[src/rtl/axi4s_to_video_out.sv]
// AXI4-Stream to raster video output: locks to SOF, then generates h/v timing
// and presents one pixel per active cycle, flagging underflow and loss of frame alignment.
module axi4s_to_video_out #(
   parameter int AXI4S_USER_WIDTH = 1,
   parameter int AXI4S_DATA_WIDTH = 24,
   parameter int H_WIDTH          = 12,
   parameter int V_WIDTH          = 12
) (
   input  logic                        aresetn,
   input  logic                        aclk,

   input  logic                        ctl_enable,
   output logic                        ctl_busy,

   input  logic [H_WIDTH-1:0]          param_htotal,
   input  logic [H_WIDTH-1:0]          param_hdisp,
   input  logic [H_WIDTH-1:0]          param_hsync_start,
   input  logic [H_WIDTH-1:0]          param_hsync_end,
   input  logic [V_WIDTH-1:0]          param_vtotal,
   input  logic [V_WIDTH-1:0]          param_vdisp,
   input  logic [V_WIDTH-1:0]          param_vsync_start,
   input  logic [V_WIDTH-1:0]          param_vsync_end,

   input  logic [AXI4S_USER_WIDTH-1:0] s_axi4s_tuser,
   input  logic                        s_axi4s_tlast,
   input  logic [AXI4S_DATA_WIDTH-1:0] s_axi4s_tdata,
   input  logic                        s_axi4s_tvalid,
   output logic                        s_axi4s_tready,

   output logic                        out_vsync,
   output logic                        out_hsync,
   output logic                        out_de,
   output logic [AXI4S_DATA_WIDTH-1:0] out_data,

   output logic                        status_underflow,
   output logic                        status_sync_err
);

   localparam logic [H_WIDTH-1:0]          H_ONE  = {{(H_WIDTH-1){1'b0}}, 1'b1};
   localparam logic [V_WIDTH-1:0]          V_ONE  = {{(V_WIDTH-1){1'b0}}, 1'b1};
   localparam logic [H_WIDTH-1:0]          H_ZERO = {H_WIDTH{1'b0}};
   localparam logic [V_WIDTH-1:0]          V_ZERO = {V_WIDTH{1'b0}};
   localparam logic [AXI4S_DATA_WIDTH-1:0] D_ZERO = {AXI4S_DATA_WIDTH{1'b0}};

   typedef enum logic [1:0] {
      ST_IDLE = 2'd0,
      ST_SYNC = 2'd1,
      ST_RUN  = 2'd2
   } state_t;

   state_t               r_state;
   logic [H_WIDTH-1:0]   r_h;
   logic [V_WIDTH-1:0]   r_v;

   logic w_run;
   logic w_sof;
   logic w_active;
   logic w_misalign;
   logic w_h_last;
   logic w_v_last;
   logic w_hsync;
   logic w_vsync;
   logic w_unused_inputs;

   // Raster decode from the current counters
   always_comb begin
      w_run      = (r_state == ST_RUN);
      w_sof      = s_axi4s_tuser[0];
      w_active   = w_run && (r_h < param_hdisp) && (r_v < param_vdisp);
      w_misalign = w_run && (r_h == H_ZERO) && (r_v == V_ZERO) && s_axi4s_tvalid && !w_sof;
      w_h_last   = (r_h == (param_htotal - H_ONE));
      w_v_last   = (r_v == (param_vtotal - V_ONE));
      w_hsync    = w_run && (r_h >= param_hsync_start) && (r_h < param_hsync_end);
      w_vsync    = w_run && (r_v >= param_vsync_start) && (r_v < param_vsync_end);
      w_unused_inputs = ^{s_axi4s_tlast, s_axi4s_tuser};
   end

   // Stream handshake and busy flag; a misaligned beat at the frame origin is left in place
   always_comb begin
      ctl_busy = (r_state != ST_IDLE);
      case (r_state)
         ST_IDLE: s_axi4s_tready = 1'b0;
         ST_SYNC: s_axi4s_tready = !w_sof;
         ST_RUN:  s_axi4s_tready = w_active && !w_misalign;
         default: s_axi4s_tready = 1'b0;
      endcase
   end

   // Control FSM, raster counters, registered video outputs and sticky status
   always_ff @(posedge aclk or negedge aresetn) begin
      if (!aresetn) begin
         r_state          <= ST_IDLE;
         r_h              <= H_ZERO;
         r_v              <= V_ZERO;
         out_vsync        <= 1'b0;
         out_hsync        <= 1'b0;
         out_de           <= 1'b0;
         out_data         <= D_ZERO;
         status_underflow <= 1'b0;
         status_sync_err  <= 1'b0;
      end else begin
         out_de    <= w_active && !w_misalign;
         out_data  <= (w_active && s_axi4s_tvalid && !w_misalign) ? s_axi4s_tdata : D_ZERO;
         out_hsync <= w_hsync;
         out_vsync <= w_vsync;
         if (w_active && !s_axi4s_tvalid) begin
            status_underflow <= 1'b1;
         end
         if (w_misalign) begin
            status_sync_err <= 1'b1;
         end

         case (r_state)
            ST_IDLE: begin
               r_h <= H_ZERO;
               r_v <= V_ZERO;
               if (ctl_enable) begin
                  r_state <= ST_SYNC;
               end
            end
            ST_SYNC: begin
               r_h <= H_ZERO;
               r_v <= V_ZERO;
               if (!ctl_enable) begin
                  r_state <= ST_IDLE;
               end else if (s_axi4s_tvalid && w_sof) begin
                  r_state <= ST_RUN;
               end
            end
            ST_RUN: begin
               if (w_misalign) begin
                  r_state <= ST_SYNC;
                  r_h     <= H_ZERO;
                  r_v     <= V_ZERO;
               end else if (w_h_last) begin
                  r_h <= H_ZERO;
                  if (w_v_last) begin
                     r_v <= V_ZERO;
                     if (!ctl_enable) begin
                        r_state <= ST_IDLE;
                     end
                  end else begin
                     r_v <= r_v + V_ONE;
                  end
               end else begin
                  r_h <= r_h + H_ONE;
               end
            end
            default: begin
               r_state <= ST_IDLE;
               r_h     <= H_ZERO;
               r_v     <= V_ZERO;
            end
         endcase
      end
   end

endmodule
[config.mk]
export PLATFORM = sky130hd
export DESIGN_NAME = axi4s_to_video_out
export DESIGN_NICKNAME = d
export VERILOG_FILES = /design/src/rtl/axi4s_to_video_out.sv
export SDC_FILE = /design/constraint.sdc
export NUM_CORES = 1
export LEC_CHECK = 0
export CORE_ASPECT_RATIO = 2
export CORE_MARGIN = 3
export CORE_UTILIZATION = 48
export CTS_BUF_LIST = sky130_fd_sc_hd__clkbuf_16
export CTS_CLUSTER_DIAMETER = 60
export CTS_CLUSTER_SIZE = 12
export DETAILED_ROUTE_END_ITERATION = 12
export HOLD_SLACK_MARGIN = 0.12
export PLACE_DENSITY = 0.8
export SLEW_MARGIN = 20
export SYNTH_ARGS = -nofsm -noshare
export SYNTH_HDL_FRONTEND = slang
export SYNTH_SLANG_ARGS = --single-unit
[constraint.sdc]
create_clock -name aclk -period 3.82 [get_ports aclk]
set_clock_uncertainty 0.2 [all_clocks]
set_input_delay 0.573 -clock aclk [delete_from_list [all_inputs] [get_ports aclk]]
set_output_delay 0.573 -clock aclk [all_outputs]
set_load 0.01 [all_outputs]
==> results.yml <==
timing:
  worst_slew_pin_slew_ps: 655.9
  finalCriticalPeriod_ps: 3615
  holdWs_ps: 269.0
  relSlewSlack_pct: 55.87
  rsz0062_at_grt: "no"
  hold_violations: 0
  timing.fmax_ghz: 0.2766
  slew_viol_final: 0
  fin_crit_sh_pct: 94.63
  setup_violations: 0
  fin_ws_ps: 205.0
status:
  status: "completed"
finish:
  fin_nets: 981
  layout_commonest_cell: "clkdlybuf4s50_1"
  post-route-util_pct: 69.93
  drive_gt1_share_pct: 7.455
  n_antenna_cell: 0
  areaGrowthSynthToFinish_pct: 40.10
  layout_common_cells: "clkdlybuf4s50_1 (153), inv_1 (95), ha_1 (78)"
  instances_no_fill: 913
  design_area_sq_um: 7143
synthesis:
  syn-num-nets: 806
  synth-main-ff-cell: "dfrtp_1"
  synth-edff-count: 0
  yosys_warnings: 0
  synth-seq-cells: 55
  syn-cell-area_sq_um: 5099
  postSynthCellCount: 602
  yosysUniqueCellTypes: 60
  seq_area_frac_synth_pct: 26.99
  synthArstFlopShare_pct: 100.0
  synth.avg_cell_area_sq_um: 8.470
detailed_routing:
  viasPerCell: 5.562
  via_count: 5078
  routed_wirelength_microns: 15150
  drc: 0
  antenna_left: 0
  drt-wirelength-per-cell_microns: 16.59
  first_pass_iters: 4
  drt-initial-drc-count: 203
critical_path:
  crit_path_end: "s_axi4s_tready"
  required_ps: 3050
  r2r_start: "r_v[0]"
  regToRegEndpoint: "r_v[6]"
  startpoint_type: "primary input"
  critPathArrivalTime_ps: 2840
  r2r_cells: 9
  critPathCaptureType: "output pin"
  cp_max_fo: 2
  path_class: "in -> out"
  cp-startpoint: "param_hdisp[11]"
  regToRegSetupSlack_ps: 800
die:
  dieHeight_microns: 151.8
  core-area_sq_um: 10210
  die_width_microns: 78.88
  die_area_sq_um: 11970
  initial_core_util_pct: 49.91
  row_count: 52
  ioPinCount: 157
clock_network:
  cts_root_buf: "clkbuf_16"
  htree_levels: 2
  clkSinkCount: 55
  clk_latency_ps: 300
  cts_inserted_buffers: 5
  post_cts_buffers: 0
  cts_tree: "built"
  clock_path_buffers: 2
  clk_pin_slew_ps: 70
placement:
  io_buffers: 155
  place.gp.congestion: 0.9349
  hpwl_microns: 12580
  place_area_sq_um: 6970
  placed_cells: 904
  pre_cts_ws_ps: -493.4
pwr:
  power_density_nw_per_um2: 299.2
  ir_worst_vdd_mv: 0.3129
  cellLeakagePower_uw: 0.003494
run:
  drv_cap: 0
global_route:
  grt_pass1_wl_microns: 24740
  antenna_found_initial: 0
  first_global_vias: 5496
  track_usage_pct: 26.02
  grt_overflow: 0
  grt_max_degree: 33
worst_hold_path:
  hp-class: "reg -> reg"
sequential cells by signal, summed over array words and instances, names as in the netlist:
register,count
out_vsync,1
out_de,1
out_hsync,1
out_data,24
r_h,12
status_sync_err,1
r_v,12
r_state,2
status_underflow,1
logic make-up (layout without fill, tap and decap cells):
logic type | count (synthesis) | count (layout) | share of synthesized area (%)
buffers and inverters | 112 | 288 | 8.638
adder cells (fa/ha/maj) | 78 | 78 | 19.14
XOR/XNOR | 41 | 41 | 7.043
multiplexers | 6 | 6 | 1.202
AND/OR/NAND/NOR | 203 | 203 | 21.20
AO/OA/AOI/OAI | 107 | 107 | 15.78
flip-flops | 55 | 55 | 26.99
worst max-delay path, cell delays in order:
cell and delay (ps):
clkdlybuf4s50_1 460, inv_1 50, ha_1 320, a2111oi_2 300, o21ai_1 170, a2111oi_2 250, o211a_1 230, o32ai_2 90
o21ai_1 150, clkdlybuf4s15_2 250
power by group:
group / internal [uW] / leakage [uW] / switching (uW) / total [uW]
Clock: 246 / 0.0000664 / 225 / 471
Sequential: 645 / 0.000752 / 38.8 / 683
Combinational: 483 / 0.00268 / 501 / 983
Total: 1370 / 0.00349 / 764 / 2140
routing by layer:
| layer | GRT usage (%) | part of all wire [%] | vias to the layer above | wire length, microns |
|---|---|---|---|---|
| met5 | 0 | 0 | - | 0 |
| met4 | 15.06 | 5.7 | 0 | 869 |
| met3 | 4.379 | 4.5 | 63 | 675 |
| met2 | 51.96 | 57 | 181 | 8655 |
| met1 | 23.83 | 33 | 2380 | 4950 |
| li1 | - | - | 2454 | - |
synth_stat cells (all sizes together), types with 3 or more instances:
cell type / n / area share, %
o211ai: 4 / 0.59
nand3: 17 / 1.7
nor2b: 7 / 0.86
nor4b: 4 / 0.98
a211oi: 5 / 0.74
nor3b: 4 / 0.59
nand2: 48 / 3.5
dfrtp: 55 / 27
xnor2: 29 / 5.0
and3: 6 / 0.83
nand3b: 3 / 0.44
clkbuf: 13 / 0.96
nor4: 12 / 1.5
o21ai: 18 / 1.8
buf: 4 / 0.69
a211o: 4 / 0.69
nand2b: 13 / 1.6
or2: 6 / 0.74
a21o: 21 / 3.1
nand4: 9 / 1.4
nor3: 35 / 3.4
mux2i: 5 / 0.98
xor2: 12 / 2.1
nor2: 30 / 2.2
o22ai: 3 / 0.37
o221ai: 9 / 1.5
o21a: 3 / 0.44
a2111oi: 4 / 0.69
o2111ai: 6 / 1.0
ha: 78 / 19
inv: 95 / 7.0
a21oi: 11 / 1.1
metrics by stage:
| stage | power (uW) | TNS, ps |
|---|---|---|
| 2_1_floorplan | 1207 | 0 |
| 3_3_place_gp | 1636 | -330.0 |
| 3_5_place_dp | 1675 | -493.4 |
| 4_1_cts | 2157 | 0 |
| 5_1_grt | 2274 | 0 |
| 6_report | 2138 | 0 |
how the worst min path moves through the flow:
stage,from,to,slack (ps),cells after the start
after floorplan,aresetn,out_data[0],80,0
after global placement,status_sync_err,status_sync_err,250,1
after detailed placement,status_sync_err,status_sync_err,260,1
after CTS,status_sync_err,status_sync_err,270,1
after global routing,status_sync_err,status_sync_err,320,1
final,status_sync_err,status_sync_err,270,1
final cells by class:
class / instances / area, sq um
clock buffers: 5 / 125.1
clock inverters: 3 / 23.77
fillers: 813 / 3072
inverters: 95 / 356.6
multi-input cells: 435 / 3304
flip-flops and latches: 55 / 1376
well taps: 135 / 168.9
repair buffers: 185 / 1788
timing repair:
| item | in CTS | in global routing |
|---|---|---|
| pin swaps | 1 | 3 |
| hold endpoints to repair | 23 | 0 |
| endpoints found under the setup margin | 1 | 1 |
| hold buffers | 1 | 0 |
| gates resized for setup | 9 | 1 |
Power figures use the tool's default switching activity.
